[src/rtl/key_note_encoder_if.sv]
// key_note_encoder_if: key inputs and selected-note outputs of the key encoder
interface key_note_encoder_if #(
  parameter int NUM_KEYS = 7
);
  localparam int IW = $clog2(NUM_KEYS + 1);
  logic [NUM_KEYS-1:0] key_raw;
  logic                enable;
  logic [NUM_KEYS-1:0] note_onehot;
  logic [IW-1:0]       note_idx;
  logic                note_valid;
  logic                note_change;
  modport master (output key_raw, enable, input note_onehot, note_idx, note_valid, note_change);
  modport slave (input key_raw, enable, output note_onehot, note_idx, note_valid, note_change);
endinterface

[src/rtl/key_note_encoder.sv]
// key_note_encoder: synchronise, debounce and priority-encode keys into a registered note
module key_note_encoder #(
  parameter int NUM_KEYS        = 7,
  parameter int DEBOUNCE_CYCLES = 250000,
  parameter int LATCH_MODE      = 0
) (
  input logic               clk,
  input logic               resetn,
  key_note_encoder_if.slave bus
);
  localparam int IW = $clog2(NUM_KEYS + 1);
  localparam int CW = DEBOUNCE_CYCLES > 1 ? $clog2(DEBOUNCE_CYCLES) : 1;
  localparam logic [CW-1:0] TERM = CW'(DEBOUNCE_CYCLES - 1);
  logic [NUM_KEYS-1:0] sync1, sync2, deb, win_oh, onehot;
  logic [CW-1:0]       cnt [NUM_KEYS];
  logic [IW-1:0]       win, idx;
  logic                change, load;
  // two-flop synchroniser per key
  always_ff @(posedge clk) begin
    sync1 <= resetn ? bus.key_raw : '0;
    sync2 <= resetn ? sync1 : '0;
  end
  // per-key debounce: accept a new level only after it has held for the full count
  always_ff @(posedge clk) begin
    for (int i = 0; i < NUM_KEYS; i++) begin
      if (!resetn) begin
        cnt[i] <= '0;
        deb[i] <= 1'b0;
      end else if (sync2[i] == deb[i]) begin
        cnt[i] <= '0;
      end else if (cnt[i] == TERM) begin
        deb[i] <= sync2[i];
        cnt[i] <= '0;
      end else begin
        cnt[i] <= cnt[i] + CW'(1);
      end
    end
  end
  // highest-numbered debounced key wins
  always_comb begin
    win = '0;
    win_oh = '0;
    for (int i = 0; i < NUM_KEYS; i++) begin
      if (deb[i]) begin
        win = IW'(i + 1);
        win_oh = '0;
        win_oh[i] = 1'b1;
      end
    end
  end
  // latch mode only reloads while some key is held, so the last note survives release
  assign load = bus.enable && (LATCH_MODE == 0 || |deb);
  // output register; change pulses on the same edge that loads a different index
  always_ff @(posedge clk) begin
    if (!resetn) begin
      idx <= '0;
      onehot <= '0;
      change <= 1'b0;
    end else begin
      change <= load && (win != idx);
      if (load) begin
        idx <= win;
        onehot <= win_oh;
      end
    end
  end
  assign bus.note_idx = idx;
  assign bus.note_onehot = onehot;
  assign bus.note_valid = idx != '0;
  assign bus.note_change = change;
endmodule
[src/flat_wrapper.sv]
// flat-port wrapper written by rule: the top's interface ports become plain ports
module key_note_encoder_flat 
#(
  parameter int NUM_KEYS        = 7,
  parameter int DEBOUNCE_CYCLES = 250000,
  parameter int LATCH_MODE      = 0
)
  (clk, resetn, bus_key_raw, bus_enable, bus_note_onehot, bus_note_idx, bus_note_valid, bus_note_change);
  key_note_encoder_if #(.NUM_KEYS(NUM_KEYS)) bus_i ();
  input logic clk;
  input logic resetn;
  input wire logic [$bits(bus_i.key_raw)-1:0] bus_key_raw;
  input wire logic [$bits(bus_i.enable)-1:0] bus_enable;
  output wire logic [$bits(bus_i.note_onehot)-1:0] bus_note_onehot;
  output wire logic [$bits(bus_i.note_idx)-1:0] bus_note_idx;
  output wire logic [$bits(bus_i.note_valid)-1:0] bus_note_valid;
  output wire logic [$bits(bus_i.note_change)-1:0] bus_note_change;
  assign bus_i.key_raw = bus_key_raw;
  assign bus_i.enable = bus_enable;
  assign bus_note_onehot = bus_i.note_onehot;
  assign bus_note_idx = bus_i.note_idx;
  assign bus_note_valid = bus_i.note_valid;
  assign bus_note_change = bus_i.note_change;
  key_note_encoder #(.NUM_KEYS(NUM_KEYS), .DEBOUNCE_CYCLES(DEBOUNCE_CYCLES), .LATCH_MODE(LATCH_MODE)) u_core (.clk(clk), .resetn(resetn), .bus(bus_i));
endmodule
[config.mk]
export PLATFORM = sky130hd
export DESIGN_NAME = key_note_encoder_flat
export DESIGN_NICKNAME = d
export VERILOG_FILES = /design/src/rtl/key_note_encoder_if.sv /design/src/rtl/key_note_encoder.sv /design/src/flat_wrapper.sv
export SDC_FILE = /design/constraint.sdc
export NUM_CORES = 1
export LEC_CHECK = 0
export CELL_PAD_IN_SITES_DETAIL_PLACEMENT = 1
export CELL_PAD_IN_SITES_GLOBAL_PLACEMENT = 1
export CORE_ASPECT_RATIO = 1.25
export CORE_MARGIN = 1.5
export CORE_UTILIZATION = 35
export CTS_BUF_LIST = sky130_fd_sc_hd__clkbuf_8
export CTS_CLUSTER_SIZE = 20
export DETAILED_ROUTE_END_ITERATION = 8
export PLACE_DENSITY = 0.66
export REMOVE_ABC_BUFFERS = 1
export SLEW_MARGIN = 40
export SYNTH_ARGS = -nofsm -noshare
export SYNTH_HDL_FRONTEND = slang
export SYNTH_SLANG_ARGS = --single-unit
[constraint.sdc]
create_clock -name clk -period 2.02 [get_ports clk]
set_input_delay 0.404 -clock clk [delete_from_list [all_inputs] [get_ports clk]]
set_output_delay 0.404 -clock clk [all_outputs]
set_load 0.02 [all_outputs]
==> flow_summary.yaml, run 1 <==
clocking:
  tritoncts_num_sinks: 158
  cts.root.buffer_cell: "sky130_fd_sc_hd__clkbuf_8"
  clkLatencyLatePin_ps: 440
  ctsLongestPathBuffers: 2
  post-cts-setup-buffer-count: 0
  cts_made_buffers: 17
  tritoncts_clock_tree: "yes"
  clk_transition_reported_paths_ps: 80
  cts_htree_levels: 4
final_layout:
  multiInputGateArea_mm2: 0.003869
  area_growth_pct: 22.58
  finalCoreUtilization_pct: 43.65
  most_common_cell_after_layout_fill_and_taps_aside: "sky130_fd_sc_hd__nor2_1"
  finalNonFillerCells: 1249
  antennaDiodeCount: 0
  finished_cell_area_mm2: 0.009728
  finalNetCount: 972
  fillCellCount: 2602
  layout-drive-gt1-share_pct: 10.56
  layout_common_cells: "sky130_fd_sc_hd__nor2_1, sky130_fd_sc_hd__edfxtp_1, sky130_fd_sc_hd__conb_1"
  register_area_mm2: 0.004424
power_and_ir_drop:
  post-layout-total-power_mw: 6.152
  internal-power_mw: 4.728
  power.net_switching_mw: 1.424
  power.density_cell_area_mw_per_mm2: 632.4
  clock_power_share_pct: 33.0
  pwr-share-seq_pct: 60.9
  p_leak_nw: 3.515
  ir_worst_vdd_uv: 367.1
  proportion_of_power_drawn_by_combinational_gates_pct: 6.1
  switching_share_pct: 23.14
min_path:
  hold_path_class: "flop to flop"
synth:
  netlist_area_mm2: 0.007936
  synthCells: 751
  postSynthAreaPerCell_um2: 10.57
  synth_seq_area_share_pct: 55.75
  ys_ff_latch: 158
  yosys.cell_types.count: 41
  ys.warnings.count: 0
critical_path:
  critical-path-top-delay-family: "buffers and inverters"
  timing.critical_path.buf_inv: 1
  path_cells: "clkdlybuf4s50_1"
  critPathKind: "flop to output port"
  r2r_slack_ps: 120
  crit_slowest_cell: "sky130_fd_sc_hd__clkdlybuf4s50_1"
  cp_slowest_stage_delay_ps: 710
  required_ps: 1620
  crit_arrival_ps: 1540
  cp_launch_type: "flop"
  crit_path_end_kind: "output port"
  critical_path.max_fanout: 4
placed_design:
  gp_congestion: 0.7501
  instance_area_at_placement_mm2: 0.009351
  dp_hpwl_mm: 11.71
  numPlacedInstances: 1219
  placement.io_buffers: 21
  worst_slack_placed_ps: 90.09
timing:
  fmax_mhz: 515.3
  hold_viol_final: 0
  grt_setup_unrepaired: "false"
  fin_max_slew_vios: 0
  timing.final.setup_violations: 0
  final.hold.worst_slack_ps: 438.3
  layout_setup_ws_ps: 79.47
  layout_min_cycle_time_ps: 1941
  final.setup.tns_ps: 0
  timing.clock.skew_ps: 10.90
  post-route-period-util_pct: 96.07
status:
  outcome: "finished, final reports clean"
job:
  drv.max_cap_violation_count: 0
die:
  core_area_mm2: 0.02229
  site_row_count: 61
  fp.dieH_um: 171.4
  initial_utilization_pct: 35.61
  die_area_mm2: 0.02359
  horizontal_die_dimension_um: 137.7
  design.portCount: 22
routing:
  drt_via_density: 4.580
  total_via_count_in_the_routed_design: 5720
  detail_route.wirelength_mm: 15.76
  drt.antenna.violating_nets: 0
  post_drt_wl_per_cell_um: 12.62
  route.detailed.drc: 0
  violation_count_after_the_first_detailed_route_iteration: 187
  drtPass1Iterations: 4
global_routing:
  wire_length_of_the_first_global_routing_pass_mm: 27.54
  vias_in_the_first_global_route: 6026
  grt.total_usage_pct: 14.80
  gr-max-usage-layer: "met2"
  grt.met1_usage_pct: 17.15
  grt.overflow.total: 0
  antenna_found_initial: 0
  groute.layer.met2.usage_pct: 26.04
  maximum_number_of_pins_on_one_net_before_global_route_repair: 19
  global_route.usage.met3_pct: 3.655
-- state kept, by name, indices dropped and copies added (netlist names) --
name,cells
u_core.bus.note_onehot,7
u_core.sync2,7
u_core.sync1,7
u_core.cnt,126
u_core.deb,7
u_core.bus.note_idx,3
u_core.bus.note_change,1
-- metal layers --
layer | vias up | wire, µm
met2 | 44 | 7944
met5 | - | 0
li1 | 2900 | -
met1 | 2753 | 7058
met4 | 0 | 309
met3 | 23 | 450
-- power by group through the flow --
stage	Sequential, mW	Clock (mW)	Combinational [mW]
after floorplan	3.80	0	0.205
after global placement	3.81	0	0.368
after detailed placement	3.82	0	0.370
after CTS	3.74	2.12	0.373
after global routing	3.77	2.24	0.431
final	3.74	2.03	0.377
-- layout make-up --
cell class                      instances  area share [%]
Clock buffer                           17           2.405
Sequential cell                       158           45.48
Multi-Input combinational cell        683           39.77
Inverter                               17          0.6559
Tap cell                              283           3.640
Clock inverter                         13          0.8746
Timing Repair Buffer                   78           7.177
-- Yosys cell counts --
cell,n,area share [%]
sky130_fd_sc_hd__nor4_1,19,1.5
sky130_fd_sc_hd__buf_4,4,0.38
sky130_fd_sc_hd__a21oi_1,2,0.13
sky130_fd_sc_hd__conb_1,1,0.047
sky130_fd_sc_hd__or4b_1,2,0.25
sky130_fd_sc_hd__nand3_1,59,3.7
sky130_fd_sc_hd__nand3b_2,3,0.43
sky130_fd_sc_hd__nand2b_1,7,0.55
sky130_fd_sc_hd__and3_1,8,0.63
sky130_fd_sc_hd__buf_8,1,0.19
sky130_fd_sc_hd__a211oi_1,1,0.095
sky130_fd_sc_hd__clkbuf_1,10,0.47
sky130_fd_sc_hd__nor4b_1,10,1.1
sky130_fd_sc_hd__and4_1,11,1.2
sky130_fd_sc_hd__nand2_1,51,2.4
sky130_fd_sc_hd__nor4_2,3,0.47
sky130_fd_sc_hd__nor3_1,20,1.3
sky130_fd_sc_hd__buf_2,2,0.13
sky130_fd_sc_hd__a21boi_0,3,0.28
sky130_fd_sc_hd__nand3b_1,3,0.28
sky130_fd_sc_hd__nor3_2,1,0.13
sky130_fd_sc_hd__dfxtp_1,32,8.1
sky130_fd_sc_hd__ha_1,7,1.1
sky130_fd_sc_hd__or2_2,2,0.16
sky130_fd_sc_hd__inv_1,17,0.80
sky130_fd_sc_hd__or3_1,1,0.079
sky130_fd_sc_hd__xor2_1,54,6.0
sky130_fd_sc_hd__o22ai_1,1,0.079
sky130_fd_sc_hd__buf_6,1,0.14
sky130_fd_sc_hd__mux2i_1,3,0.38
sky130_fd_sc_hd__o211a_1,2,0.25
sky130_fd_sc_hd__o21ai_0,9,0.57
sky130_fd_sc_hd__a31oi_1,1,0.079
sky130_fd_sc_hd__nand3b_4,2,0.50
sky130_fd_sc_hd__xnor2_1,67,7.4
sky130_fd_sc_hd__nor2b_1,9,0.71
sky130_fd_sc_hd__nand4_1,17,1.3
sky130_fd_sc_hd__o32ai_1,1,0.11
sky130_fd_sc_hd__and2_1,16,1.3
sky130_fd_sc_hd__edfxtp_1,126,48
sky130_fd_sc_hd__nor2_1,162,7.7
-- logic make-up (layout without fill, tap and decap cells) --
kind of cell	count (synthesis)	after routing	share of synthesized area [%]
muxes	3	3	0.3784
xor gates and xnor gates	121	121	13.35
AOI/OAI and AO/OA	20	20	1.592
other	1	126	0.04725
DFF	158	158	55.75
adders and majority gates	7	7	1.104
and+or+nand+nor	406	406	25.67
buffers and inverters	35	125	2.113
-- repair_timing --
| item | in CTS | in global routing |
|---|---|---|
| resized for setup | 1 | 11 |
| pin swaps | 0 | 1 |
| setup endpoints to repair | 1 | 60 |
| hold buffers | 0 | 0 |
-- path summary, 6_finish.rpt --
| check | from | endpoint | cells past startpoint |
|---|---|---|---|
| max | u_core.bus.note_idx[0]$_SDFFE_PN0P_ | bus_note_idx[0] | 1 |
| min | u_core.sync1[5]$_SDFF_PN0_ | u_core.sync2[5]$_SDFF_PN0_ | 1 |
| max reg2reg | u_core.cnt[3][6]$_SDFFCE_PN0P_ | u_core.cnt[3][11]$_SDFFCE_PN0P_ | 4 |
| min reg2reg | u_core.sync1[5]$_SDFF_PN0_ | u_core.sync2[5]$_SDFF_PN0_ | 1 |
Power figures use the tool's default switching activity.
==> inputs of run 2 (changes only) <==
GPL_ROUTABILITY_DRIVEN = 0   (was not set)
==> results of run 2 <==
No change in the layout: final DEF, timing and power equal those of run 1.
==> inputs of run 3 (changes only) <==
CORE_MARGIN = not set   (was 1.5)
==> run 3 against run 2 <==
Net effect:
- routed wire length increased by 1.6%
- via count about the same
- highest routed layer unchanged
- fmax increased by 0.30%
- clock-buffer cell count increased by 4
- critical endpoint is now u_core.cnt[3][6]$_SDFFCE_PN0P_
- sequential power about the same
- sequential share of layout area decreased by 0.30 points
- sequential cell count unchanged
==> flow_summary.yaml, run 3 (synthesis results as in run 1) <==
job:
  drv.max_cap_violation_count: 0
die:
  initial_utilization_pct: 35.73
  core_area_mm2: 0.02221
  horizontal_die_dimension_um: 136.7
  design.portCount: 22
  die_area_mm2: 0.02329
  fp.dieH_um: 170.4
  site_row_count: 61
global_routing:
  vias_in_the_first_global_route: 5937
  maximum_number_of_pins_on_one_net_before_global_route_repair: 23
  wire_length_of_the_first_global_routing_pass_mm: 27.02
  antenna_found_initial: 0
  grt.total_usage_pct: 14.75
  grt.overflow.total: 0
critical_path:
  path_cells: "or4b_1 > nor4_4 > nand3b_4 > nor2_1"
  crit_path_end_kind: "flop"
  cp_launch_type: "flop"
  required_ps: 2230
  crit_slowest_cell: "sky130_fd_sc_hd__or4b_1"
  critical_path.max_fanout: 9
  critical_path.endpoint: "u_core.cnt[3][6]$_SDFFCE_PN0P_"
  r2r_end: "u_core.cnt[3][6]$_SDFFCE_PN0P_"
  r2r_slack_ps: 90
  worst_r2r_path_depth: 4
  rr_startpoint: "u_core.cnt[3][6]$_SDFFCE_PN0P_"
  crit_arrival_ps: 2150
  cp_slowest_stage_delay_ps: 570
  launch_point_of_the_worst_path: "u_core.cnt[3][6]$_SDFFCE_PN0P_"
  critPathKind: "flop to flop"
placed_design:
  placement.io_buffers: 21
  instance_area_at_placement_mm2: 0.009309
  dp_hpwl_mm: 11.67
final_layout:
  antennaDiodeCount: 0
  max_flop_register: "u_core.cnt"
  area_growth_pct: 23.40
  layout-drive-gt1-share_pct: 10.08
  most_common_cell_after_layout_fill_and_taps_aside: "sky130_fd_sc_hd__nor2_1"
  finalNetCount: 966
  largest_reg_flops: 126
  finished_cell_area_mm2: 0.009793
  fillCellCount: 2559
  finalCoreUtilization_pct: 44.09
  layout_common_cells: "sky130_fd_sc_hd__nor2_1, sky130_fd_sc_hd__edfxtp_1, sky130_fd_sc_hd__conb_1"
clocking:
  cts.root.buffer_cell: "sky130_fd_sc_hd__clkbuf_8"
  tritoncts_num_sinks: 158
  cts_htree_levels: 4
  cts_made_buffers: 17
  clkLatencyLatePin_ps: 450
  clk_transition_reported_paths_ps: 80
  tritoncts_clock_tree: "yes"
  ctsLongestPathBuffers: 2
  post_cts_hold_buffer_count: 0
routing:
  route.detailed.drc: 0
  violation_count_after_the_first_detailed_route_iteration: 197
  drt.antenna.violating_nets: 0
  drtPass1Iterations: 4
  drt_via_density: 4.593
  total_via_count_in_the_routed_design: 5718
  detail_route.wirelength_mm: 16.02
  post_drt_wl_per_cell_um: 12.86
power_and_ir_drop:
  p_leak_nw: 3.568
  power.density_cell_area_mw_per_mm2: 662.0
  ir_worst_vdd_uv: 333.9
timing:
  hold_viol_final: 0
  post-route-period-util_pct: 95.78
  final.hold.worst_slack_ps: 416.8
  final.setup.tns_ps: 0
  tightestPinTransition_ps: 608.9
  fin_max_slew_vios: 0
  timing.clock.skew_ps: 13.34
  fmax_mhz: 516.9
  layout_min_cycle_time_ps: 1935
  timing.max_slew.rel_slack_pct: 59.27
  timing.final.setup_violations: 0
status:
  outcome: "finished, final reports clean"
min_path:
  hold_path_class: "input pin to flop"
==> run 3: power breakdown <==
group | leakage (nW) | total, mW | internal (mW) | switching, mW
Sequential | 1.56 | 3.75 | 3.63 | 0.117
Combinational | 1.80 | 0.370 | 0.171 | 0.199
Clock | 0.212 | 2.36 | 1.20 | 1.16
Total | 3.57 | 6.48 | 5.01 | 1.48
==> run 3: how the worst min path moves through the flow <==
stage                                from                                 to  slack (ps)  depth (start not counted)
2_1_floorplan  u_core.sync1[0]$_SDFF_PN0_         u_core.sync2[0]$_SDFF_PN0_         410                          1
3_5_place_dp   u_core.sync1[4]$_SDFF_PN0_         u_core.sync2[4]$_SDFF_PN0_         420                          1
4_1_cts                            resetn  u_core.bus.note_change$_SDFF_PN0_         390                          3
3_3_place_gp   u_core.sync1[4]$_SDFF_PN0_         u_core.sync2[4]$_SDFF_PN0_         420                          1
5_1_grt                            resetn  u_core.bus.note_change$_SDFF_PN0_         430                          3
6_report                           resetn  u_core.bus.note_change$_SDFF_PN0_         420                          3
==> run 3: worst max-delay path: cells and delay by family (launching register included) <==
kind | cells | cell delay [ps]
flops | 1 | 420
simple gates | 4 | 1270
==> run 3: what timing repair did <==
action,4_1_cts,5_1_grt
pin swaps,0,1
gates cloned,0,2
gates resized for setup,2,12
buffers inserted,0,1
setup endpoints to repair,19,76
==> run 3: layer usage <==
| metal | wire length, µm | global-route usage, % |
|---|---|---|
| met1 | 7058 | 17.06 |
| met2 | 8235 | 26.00 |
| met3 | 485 | 3.545 |
| met4 | 235 | 5.604 |
| met5 | 0 | 0 |
==> run 3: layout make-up <==
type | instances | area [µm²] | share of cell area (%)
multi-input cells | 685 | 3901 | 39.84
well taps | 283 | 354.1 | 3.616
inverters | 17 | 63.81 | 0.6516
clock buffers | 21 | 289.0 | 2.951
clock inverters | 11 | 102.6 | 1.048
repair buffers | 70 | 658.1 | 6.720
flip-flops and latches | 158 | 4424 | 45.18
==> run 3: metrics by stage <==
step,instances,worst slack [ps],power (mW)
after floorplan,858,178.0,4.010
after global placement,1210,114.7,4.171
after detailed placement,1210,0.9113,4.184
after CTS,1242,2.527,6.575
after global routing,1245,-16.36,6.746
final,1245,85.32,6.483
